**src/rtl/dmem_arbiter_pkg.sv**
```systemverilog
// Shared types for the data-memory arbiter: requester identity and FSM state.
// Latency: n/a (types only).
// Backpressure: n/a (types only).
package dmem_arb_pkg;

  // Which requester was granted most recently; drives round-robin priority.
  typedef enum logic {OWN_CORE, OWN_DMA} owner_e;

  // ARB: plain round-robin. LOCK: DMA holds the memory for a bounded burst.
  typedef enum logic {ST_ARB, ST_LOCK} arb_state_e;

endpackage

```
**src/rtl/dmem_arbiter_if.sv**
```systemverilog
// Bundle of the core port, DMA port and DataMemory port around the arbiter.
// Latency: n/a (wiring only).
// Backpressure: requesters hold req + payload until they see gnt.
// Ports: core_* / dma_* request side, mem_* single-port memory side.
//   slave  : arbiter view (takes requests and mem_rdata, drives grants/responses/mem bus)
//   master : environment view (drives requests and mem_rdata)
interface dmem_arbiter_if #(
  parameter int ADDR_W = 32,
  parameter int DATA_W = 32
);
  logic              core_req;
  logic              core_we;
  logic [ADDR_W-1:0] core_addr;
  logic [DATA_W-1:0] core_wdata;
  logic              core_gnt;
  logic              core_rvalid;
  logic [DATA_W-1:0] core_rdata;

  logic              dma_req;
  logic              dma_we;
  logic [ADDR_W-1:0] dma_addr;
  logic [DATA_W-1:0] dma_wdata;
  logic              dma_lock;
  logic              dma_gnt;
  logic              dma_rvalid;
  logic [DATA_W-1:0] dma_rdata;

  logic [ADDR_W-1:0] mem_addr;
  logic              mem_we;
  logic [DATA_W-1:0] mem_wdata;
  logic [DATA_W-1:0] mem_rdata;

  modport slave (
    input  core_req, core_we, core_addr, core_wdata,
    output core_gnt, core_rvalid, core_rdata,
    input  dma_req, dma_we, dma_addr, dma_wdata, dma_lock,
    output dma_gnt, dma_rvalid, dma_rdata,
    output mem_addr, mem_we, mem_wdata,
    input  mem_rdata
  );

  modport master (
    output core_req, core_we, core_addr, core_wdata,
    input  core_gnt, core_rvalid, core_rdata,
    output dma_req, dma_we, dma_addr, dma_wdata, dma_lock,
    input  dma_gnt, dma_rvalid, dma_rdata,
    input  mem_addr, mem_we, mem_wdata,
    output mem_rdata
  );

endinterface

```
**src/rtl/dmem_arbiter_rr_arb2.sv**
```systemverilog
// Two-input round-robin picker: grants the lone requester, or on a tie the one that did not win last.
// Latency: combinational, 0 cycles.
// Backpressure: none; losers simply see gnt=0 and keep requesting.
// Ports: req[0]=core, req[1]=dma; last_owner = previous winner; gnt one-hot or zero.
module rr_arb2
  import dmem_arb_pkg::*;
(
  input  logic [1:0] req,
  input  owner_e     last_owner,
  output logic [1:0] gnt
);

  assign gnt[0] = req[0] & (~req[1] | (last_owner == OWN_DMA));
  assign gnt[1] = req[1] & (~req[0] | (last_owner == OWN_CORE));

endmodule

```
**src/rtl/dmem_arbiter.sv**
```systemverilog
// Arbitrates the single-port DataMemory between core and DMA, with bounded DMA lock bursts.
// Latency: grant and memory bus combinational (0 cycles); read data/rvalid registered (1 cycle).
// Backpressure: losing requester sees gnt=0 and holds; one access per cycle, core waits at most MAX_BURST locked beats.
// Ports: clk, rst (sync, active-high), bus (slave modport: core/dma request ports + mem port).
module dmem_arbiter
  import dmem_arb_pkg::*;
#(
  parameter int ADDR_W    = 32,
  parameter int DATA_W    = 32,
  parameter int MAX_BURST = 8
) (
  input logic            clk,
  input logic            rst,
  dmem_arbiter_if.slave  bus
);

  localparam int              CNT_W   = $clog2(MAX_BURST + 1);
  localparam logic [CNT_W-1:0] CNT_MAX = CNT_W'(MAX_BURST);

  arb_state_e       state, state_nxt;
  logic [CNT_W-1:0] beat_cnt, beat_nxt;
  owner_e           last_owner;

  logic [1:0] rr_gnt;
  logic       lock_beat;
  logic       core_gnt;
  logic       dma_gnt;

  rr_arb2 u_rr (
    .req        ({bus.dma_req, bus.core_req}),
    .last_owner (last_owner),
    .gnt        (rr_gnt)
  );

  // A locked beat is only honoured while DMA keeps both req and lock up;
  // otherwise the cycle falls back to ordinary round-robin.
  assign lock_beat = (state == ST_LOCK) && bus.dma_req && bus.dma_lock;

  // State register
  always_ff @(posedge clk) begin
    if (rst) begin
      state    <= ST_ARB;
      beat_cnt <= '0;
    end else begin
      state    <= state_nxt;
      beat_cnt <= beat_nxt;
    end
  end

  // Next-state logic. Any path not listed returns to ARB with a cleared count,
  // including the cycle where the core breaks a saturated burst.
  always_comb begin
    state_nxt = ST_ARB;
    beat_nxt  = '0;
    if (lock_beat) begin
      if (dma_gnt) begin
        state_nxt = ST_LOCK;
        beat_nxt  = (beat_cnt == CNT_MAX) ? beat_cnt : beat_cnt + 1'b1;
      end
    end else if (dma_gnt && bus.dma_lock) begin
      state_nxt = ST_LOCK;
      beat_nxt  = CNT_W'(1);
    end
  end

  // Output logic: grants and the memory bus mux
  always_comb begin
    core_gnt = 1'b0;
    dma_gnt  = 1'b0;
    if (lock_beat) begin
      if ((beat_cnt == CNT_MAX) && bus.core_req) core_gnt = 1'b1;
      else                                       dma_gnt  = 1'b1;
    end else begin
      core_gnt = rr_gnt[0];
      dma_gnt  = rr_gnt[1];
    end

    bus.mem_addr  = '0;
    bus.mem_we    = 1'b0;
    bus.mem_wdata = '0;
    if (core_gnt) begin
      bus.mem_addr  = bus.core_addr;
      bus.mem_we    = bus.core_we;
      bus.mem_wdata = bus.core_wdata;
    end else if (dma_gnt) begin
      bus.mem_addr  = bus.dma_addr;
      bus.mem_we    = bus.dma_we;
      bus.mem_wdata = bus.dma_wdata;
    end
  end

  assign bus.core_gnt = core_gnt;
  assign bus.dma_gnt  = dma_gnt;

  // Round-robin history and read responses
  always_ff @(posedge clk) begin
    if (rst) begin
      last_owner      <= OWN_DMA;
      bus.core_rvalid <= 1'b0;
      bus.dma_rvalid  <= 1'b0;
      bus.core_rdata  <= '0;
      bus.dma_rdata   <= '0;
    end else begin
      if (core_gnt)     last_owner <= OWN_CORE;
      else if (dma_gnt) last_owner <= OWN_DMA;

      bus.core_rvalid <= core_gnt & ~bus.core_we;
      bus.dma_rvalid  <= dma_gnt & ~bus.dma_we;
      if (core_gnt && !bus.core_we) bus.core_rdata <= bus.mem_rdata;
      if (dma_gnt && !bus.dma_we)   bus.dma_rdata  <= bus.mem_rdata;
    end
  end

endmodule

```
**src/flat_wrapper.sv**
```systemverilog
// flat-port wrapper written by rule: the top's interface ports become plain ports
module dmem_arbiter_flat import dmem_arb_pkg::*;
#(
  parameter int ADDR_W    = 32,
  parameter int DATA_W    = 32,
  parameter int MAX_BURST = 8
)
  (clk, rst, bus_core_req, bus_core_we, bus_core_addr, bus_core_wdata, bus_core_gnt, bus_core_rvalid, bus_core_rdata, bus_dma_req, bus_dma_we, bus_dma_addr, bus_dma_wdata, bus_dma_lock, bus_dma_gnt, bus_dma_rvalid, bus_dma_rdata, bus_mem_addr, bus_mem_we, bus_mem_wdata, bus_mem_rdata);
  dmem_arbiter_if #(.ADDR_W(ADDR_W), .DATA_W(DATA_W)) bus_i ();
  input logic clk;
  input logic rst;
  input wire logic [$bits(bus_i.core_req)-1:0] bus_core_req;
  input wire logic [$bits(bus_i.core_we)-1:0] bus_core_we;
  input wire logic [$bits(bus_i.core_addr)-1:0] bus_core_addr;
  input wire logic [$bits(bus_i.core_wdata)-1:0] bus_core_wdata;
  output wire logic [$bits(bus_i.core_gnt)-1:0] bus_core_gnt;
  output wire logic [$bits(bus_i.core_rvalid)-1:0] bus_core_rvalid;
  output wire logic [$bits(bus_i.core_rdata)-1:0] bus_core_rdata;
  input wire logic [$bits(bus_i.dma_req)-1:0] bus_dma_req;
  input wire logic [$bits(bus_i.dma_we)-1:0] bus_dma_we;
  input wire logic [$bits(bus_i.dma_addr)-1:0] bus_dma_addr;
  input wire logic [$bits(bus_i.dma_wdata)-1:0] bus_dma_wdata;
  input wire logic [$bits(bus_i.dma_lock)-1:0] bus_dma_lock;
  output wire logic [$bits(bus_i.dma_gnt)-1:0] bus_dma_gnt;
  output wire logic [$bits(bus_i.dma_rvalid)-1:0] bus_dma_rvalid;
  output wire logic [$bits(bus_i.dma_rdata)-1:0] bus_dma_rdata;
  output wire logic [$bits(bus_i.mem_addr)-1:0] bus_mem_addr;
  output wire logic [$bits(bus_i.mem_we)-1:0] bus_mem_we;
  output wire logic [$bits(bus_i.mem_wdata)-1:0] bus_mem_wdata;
  input wire logic [$bits(bus_i.mem_rdata)-1:0] bus_mem_rdata;
  assign bus_i.core_req = bus_core_req;
  assign bus_i.core_we = bus_core_we;
  assign bus_i.core_addr = bus_core_addr;
  assign bus_i.core_wdata = bus_core_wdata;
  assign bus_core_gnt = bus_i.core_gnt;
  assign bus_core_rvalid = bus_i.core_rvalid;
  assign bus_core_rdata = bus_i.core_rdata;
  assign bus_i.dma_req = bus_dma_req;
  assign bus_i.dma_we = bus_dma_we;
  assign bus_i.dma_addr = bus_dma_addr;
  assign bus_i.dma_wdata = bus_dma_wdata;
  assign bus_i.dma_lock = bus_dma_lock;
  assign bus_dma_gnt = bus_i.dma_gnt;
  assign bus_dma_rvalid = bus_i.dma_rvalid;
  assign bus_dma_rdata = bus_i.dma_rdata;
  assign bus_mem_addr = bus_i.mem_addr;
  assign bus_mem_we = bus_i.mem_we;
  assign bus_mem_wdata = bus_i.mem_wdata;
  assign bus_i.mem_rdata = bus_mem_rdata;
  dmem_arbiter #(.ADDR_W(ADDR_W), .DATA_W(DATA_W), .MAX_BURST(MAX_BURST)) u_core (.clk(clk), .rst(rst), .bus(bus_i));
endmodule
```
**config.mk**
```make
export PLATFORM = sky130hd
export DESIGN_NAME = dmem_arbiter_flat
export DESIGN_NICKNAME = d
export VERILOG_FILES = /design/src/rtl/dmem_arbiter_pkg.sv /design/src/rtl/dmem_arbiter_if.sv /design/src/rtl/dmem_arbiter_rr_arb2.sv /design/src/rtl/dmem_arbiter.sv /design/src/flat_wrapper.sv
export SDC_FILE = /design/constraint.sdc
export NUM_CORES = 1
export LEC_CHECK = 0
export BUFFER_PORTS_ARGS = -buffer_cell sky130_fd_sc_hd__buf_2
export CAP_MARGIN = 20
export CORE_AREA = 8 8 109 111
export DETAILED_ROUTE_END_ITERATION = 8
export DIE_AREA = 0 0 117 119
export PLACE_DENSITY = 0.84
export SYNTH_ARGS = -nofsm -noshare
export SYNTH_HDL_FRONTEND = slang
export SYNTH_SLANG_ARGS = --single-unit
```
**constraint.sdc**
```tcl
create_clock -name clk -period 7 [get_ports clk]
set_clock_uncertainty 0.2 [all_clocks]
set_input_delay 1.4 -clock clk [delete_from_list [all_inputs] [get_ports clk]]
set_output_delay 1.4 -clock clk [all_outputs]
set_load 0.02 [all_outputs]
```
==> reports/metrics.csv, run 1 <==
metric,value,unit
outcome,"complete, no violations",
syn2layout_area_growth,48.9,%
dp_hpwl,14.1,mm
slew_violations,0,
crit_chain,buf_2 > nand2_1 > o21ai_1 > a21oi_4 > buf_4 > a22o_1 > buf_2,
wl_per_cell,21.8,um
synth.area.mux_share,17.3,%
io_buffers,299,
crit_arrival,3.55,ns
fin_crit,5.15,ns
crit_top_cell,buf_2,
crit_path_end_kind,primary output,
startpoint_type,input port,
crit_slowest_cell,a21oi_4,
synth_compound_area_share,17.8,%
m1WireLength,6.29,mm
cap_viol_max_count,0,
cp-startpoint,bus_core_req,
yosys_warnings,0,
viasPerCell,5.14,
ctsHoldBuffers,0,
die_width,117,um
die_area,0.0139,mm^2
ys_types,31,
grt_use_total,23.6,%
worstRegToRegCells,7,
synth-xor-area-share,0.237,%
cts_buffers,9,
clk_latency,0.35,ns
finish.utilization,54.6,%
synth-seq-area-share,39.0,%
max_stage_delay,0.86,ns
synthFlopType,dfxtp_1,
synthCells,369,
hp-class,reg2reg,
period_share,73.6,%
synthAdderAreaFrac,0.676,%
rsz0062_at_grt,false,
grt_pass1_wl,25.1,mm
synthSimpleGateAreaFrac,19.9,%
layout-drive-gt1-share,49.5,%
antenna_left,0,
drt_iter0_drc,334,
cts_resized,0,
gr-total-overflow,0,
met3_length,1.75,mm
fin_cells,794,
crit_fanout,44,
num_rows,37,
hold_depth,2,
antenna_found_initial,4,
peakVddDrop,136,uV
async_flop_share,0,%
die-height,119,um
clk_pin_slew,0.08,ns
fmax,194,MHz
synth_top_family_by_area,simple AND/OR/NAND/NOR gates,
r2r_start,u_core.beat_cnt[0],
power,1.11,mW
grt_max_degree,103,
fin_setup_tns,0,ns
setup_violations,0,
min_from,u_core.bus.dma_rdata[8],
tritoncts,done,
place_congestion,1.02,
cts.sinks,72,
syn-num-nets,538,
post-route-drc-count,0,
cts.htree.levels,3,
highest_layer,met5,
synth-seq-cells,72,
slew_headroom,26.5,%
avgSynthCellArea,10.0,um^2
cts_root_buf,clkbuf_8,
tightest_slew,1.10,ns
num_vias,4082,
start_util,36.7,%
grt_pass1_vias,4206,
required,5.40,ns
fillers,968,
p_leak,2.93,nW
synth_edf_count,0,
nets,820,
routed_wl,17.3,mm
hold_violations,0,
p_per_area,202,mW/mm^2
crit_type,in2out,
synth.cell_area,0.00370,mm^2
dpl.cell_count,774,
clk_path_buf_depth,2,
io_pins,300,
post-cts-setup-buffers,0,
met2RoutedLength,8.68,mm
core,0.0101,mm^2
first_pass_iters,4,
==> critical path, delay by kind of cell <==
| kind | cells | cell delay [ns] |
|---|---|---|
| simple gates | 1 | 0.13 |
| buf+inv | 3 | 0.75 |
| compound gates | 3 | 1.24 |
==> cell usage in the layout (no fill, tap or decap), drive strengths merged, types with 2 or more instances in the layout <==
master    netlist  routed
ha              2       2
mux2i          64      64
nor3b           2       2
clkbuf         16       9
nand3           3       3
a22o           65      65
nand2b         96      96
a21oi           4       4
clkinvlp        0       3
nor2            4       4
diode           0       2
and3b           2       2
nand2           3       3
inv             3       5
bufinv          0       2
dfxtp          72      72
o21a            2       2
buf            17     304
nor3            2       2
==> layer usage <==
layer,vias up,GRT usage (%)
met5,-,0
met4,4,10.2
met3,41,7.88
met2,215,40.5
met1,1943,25.8
li1,1879,-
==> synthesized netlist by cell type, types with 2 or more instances <==
library cell | number | share of area, %
a21oi_1 | 3 | 0.41
a22o_1 | 65 | 15
and3b_1 | 2 | 0.47
buf_2 | 10 | 1.4
buf_4 | 3 | 0.61
buf_6 | 4 | 1.2
clkbuf_1 | 16 | 1.6
dfxtp_1 | 72 | 39
ha_1 | 2 | 0.68
inv_1 | 3 | 0.30
mux2i_1 | 64 | 17
nand2_1 | 3 | 0.30
nand2b_1 | 96 | 16
nand3_1 | 3 | 0.41
nor2_1 | 4 | 0.41
nor3_1 | 2 | 0.27
nor3b_1 | 2 | 0.41
o21a_1 | 2 | 0.41
==> through the flow <==
step / setup slack, ns / hold slack [ns] / instance area, um^2
after floorplan: 2.78 / 0.277 / 3700
final: 1.85 / 0.275 / 5510
after CTS: 1.77 / 0.277 / 5470
after detailed placement: 1.77 / 0.259 / 5240
after global routing: 1.68 / 0.293 / 5510
after global placement: 1.91 / 0.256 / 5240
==> final timing paths <==
path	end	slack (ns)
hold / removal	u_core.bus.dma_rdata[8]	0.27
setup / recovery	bus_mem_wdata[28]	1.85
hold reg to reg	u_core.bus.dma_rdata[8]	0.27
setup reg to reg	u_core.bus.dma_rdata[21]	4.13
==> cells by family after synthesis <==
kind of cell,count (synthesis)
DFF,72
and+or+nand+nor,117
xor gates and xnor gates,1
adders and majority gates,2
buffers and inverters,36
AOI/OAI and AO/OA,77
muxes,64
==> cell type report <==
type,count,area (um^2),share of cell area (%)
Timing Repair Buffer,304,1560,28.3
Clock inverter,7,103,1.86
Sequential cell,72,1440,26.2
Clock buffer,9,124,2.25
Inverter,3,11.3,0.204
Antenna cell,2,5.00,0.0908
Multi-Input combinational cell,261,2100,38.1
Tap cell,136,170,3.09
==> report_power, final <==
part	switching [mW]	internal, mW	total, mW	leakage, nW
Sequential	0.00946	0.427	0.437	0.587
Clock	0.172	0.204	0.376	0.104
Combinational	0.175	0.124	0.299	2.24
Total	0.356	0.755	1.11	2.93
==> registers in the layout, indices dropped and copies added, names as in the netlist <==
signal / cells
u_core.bus.core_rvalid: 1
u_core.bus.core_rdata: 32
u_core.beat_cnt: 4
u_core.bus.dma_rdata: 32
u_core.last_owner: 1
u_core.bus.dma_rvalid: 1
u_core.state: 1
Note: power is estimated with default switching activity, not from simulation.
==> inputs of run 2 (changes only) <==
--- a/config.mk
+++ b/config.mk
@@ -7,10 +7,11 @@
 export LEC_CHECK = 0
 export BUFFER_PORTS_ARGS = -buffer_cell sky130_fd_sc_hd__buf_2
 export CAP_MARGIN = 20
-export CORE_AREA = 8 8 109 111
+export CORE_ASPECT_RATIO = 0.9
+export CORE_MARGIN = 8
+export CORE_UTILIZATION = 36
 export DETAILED_ROUTE_END_ITERATION = 8
-export DIE_AREA = 0 0 117 119
-export PLACE_DENSITY = 0.84
+export PLACE_DENSITY = 0.86
 export SYNTH_ARGS = -nofsm -noshare
 export SYNTH_HDL_FRONTEND = slang
 export SYNTH_SLANG_ARGS = --single-unit
==> constraint.sdc (replaced) <==
create_clock -name clk -period 4.57 [get_ports clk]
set_clock_uncertainty 0.2 [all_clocks]
set_input_delay 0.914 -clock clk [delete_from_list [all_inputs] [get_ports clk]]
set_output_delay 0.914 -clock clk [all_outputs]
set_load 0.02 [all_outputs]
==> reports/metrics.csv, run 2 (synthesis results as in run 1) <==
metric,value,unit,change
nets,821,,+0.12%
post-route-drc-count,0,,unchanged
cts_buffers,9,,unchanged
whs,0.271,ns,-0.00357 ns
max_stage_delay,0.55,ns,-0.31 ns
drt_iter0_drc,220,,-34%
p_leak,2.98,nW,+1.6%
period_share,84.3,%,
clk_pin_slew,0.07,ns,about the same
slew_violations,0,,unchanged
layout-drive-gt1-share,49.6,%,+0.077 points
cts.htree.levels,3,,unchanged
p_comb_share,24.6,%,-2.3 points
wl_per_cell,21.2,um,-2.7%
setup_slack,0.720,ns,-1.13 ns
power_frac_clock,39.3,%,+5.4 points
p_per_area,332,mW/mm^2,+65%
p_seq_share,36.1,%,-3.2 points
peakVddDrop,196,uV,+44%
layout_commonest_cell,buf_2,,
grt_pass1_wl,24.1,mm,-3.8%
final_cell_mix,"buf_2, nand2b_1, dfxtp_1",,
post-cts-setup-buffers,0,,unchanged
start_util,36.6,%,-0.086 points
cts.sinks,72,,unchanged
crit_arrival,2.74,ns,-0.81 ns
clk_latency,0.32,ns,-0.03 ns
rsz0062_at_grt,false,,
highest_layer,met5,,
m1WireLength,6.40,mm,+1.8%
met2RoutedLength,7.98,mm,-8.1%
switching_power,0.564,mW,+58%
tightest_slew,0.977,ns,-0.121 ns
gr-total-overflow,0,,unchanged
finish.utilization,55.2,%,+0.58 points
crit_top_cell,buf_2,,
die-height,112,um,-5.7%
sw_frac_of_total,30.4,%,-1.6 points
required,3.46,ns,-1.94 ns
crit_type,in2out,,
met3_length,2.13,mm,+22%
fin_setup_tns,0,ns,unchanged
crit_chain,buf_2 > nand3_1 > or2_1 > a21oi_4 > buf_4 > a22o_1 > buf_2,,
routed_wl,16.7,mm,-3.6%
io_pins,300,,unchanged
fin_crit,3.85,ns,
first_pass_iters,4,,unchanged
antenna_left,0,,unchanged
setup_violations,0,,unchanged
ctsHoldBuffers,0,,unchanged
dpl.cell_count,769,,-0.65%
crit_path_end_kind,primary output,,
dp_hpwl,13.7,mm,-2.9%
syn2layout_area_growth,50.9,%,
core,0.0101,mm^2,+0.24%
tritoncts,done,,
hp-class,reg2reg,,
cts_root_buf,clkbuf_16,,
die_area,0.0138,mm^2,-1.0%
antenna_found_initial,3,,-1
cap_viol_max_count,0,,unchanged
fin_cells,787,,-0.88%
crit_fanout,67,,+52%
fmax,260,MHz,
startpoint_type,input port,,
viasPerCell,5.07,,-1.4%
grt_max_degree,103,,unchanged
io_buffers,299,,unchanged
hold_violations,0,,unchanged
cts_resized,0,,unchanged
crit_slowest_cell,buf_4,,
die_width,123,um,+5.0%
p_int,1.29,mW,+71%
grt_use_total,22.7,%,-0.91 points
slew_headroom,34.8,%,+8.3 points
preCtsSetupSlack,0.712,ns,-1.06 ns
clk_path_buf_depth,2,,unchanged
num_vias,3990,,-2.3%
grt_pass1_vias,4124,,-1.9%
top_regs,"u_core.bus.core_rdata (32), u_core.bus.dma_rdata (32), u_core.beat_cnt (4)",,
place_congestion,1.09,,+6.9%
outcome,"complete, no violations",,
num_rows,35,,-5.4%
[run 2: changes by cell type in the layout (fill, tap and decap cells not counted), moves of 2 or more]
cell,change
clkinv_4,+2
clkbuf_8,-8
buf_4,+2
clkinvlp_4,-2
clkbuf_16,+9
[run 2: area by class of cell]
type | count | area, um^2
multi-input cells | 261 | 2100
clock buffers | 10 | 239
flip-flops and latches | 72 | 1440
inverters | 3 | 11.3
clock inverters | 6 | 75.1
fillers | 928 | 4530
repair buffers | 305 | 1550
well taps | 129 | 161
diodes | 1 | 2.50
[run 2: per-stage QoR]
stage | power (mW) | cell area [um^2]
after global routing | 1.93 | 5580
after floorplan | 0.940 | 3700
after global placement | 1.13 | 5250
after detailed placement | 1.14 | 5250
after CTS | 1.87 | 5560
final | 1.85 | 5580
[run 2: worst paths after layout]
| kind | start | endpoint | slack (ns) | depth (start not counted) |
|---|---|---|---|---|
| max | bus_dma_req | bus_mem_wdata[25] | 0.72 | 7 |
| max reg2reg | u_core.beat_cnt[0] | u_core.bus.core_rdata[14] | 2.16 | 6 |
| min | u_core.bus.dma_rdata[12] | u_core.bus.dma_rdata[12] | 0.27 | 2 |
| min reg2reg | u_core.bus.dma_rdata[12] | u_core.bus.dma_rdata[12] | 0.27 | 2 |
[run 2: power groups by stage]
stage / combinational [mW] / clock [mW] / sequential (mW)
after CTS: 0.458 / 0.745 / 0.669
final: 0.455 / 0.728 / 0.669
after global routing: 0.483 / 0.771 / 0.672
after detailed placement: 0.456 / 0 / 0.683
after global placement: 0.451 / 0 / 0.681
after floorplan: 0.226 / 0 / 0.714
[run 2: worst max-delay path: cells and delay by family]
family	cells	cell delay (ns)
buffers and inverters	3	0.92
AOI/OAI and AO/OA	2	0.50
and+or+nand+nor	2	0.37
[run 2: layer usage]
layer,global-route usage [%],vias up
li1,-,1883
met4,4.14,6
met2,38.0,202
met5,0,-
met3,10.5,14
met1,26.0,1885
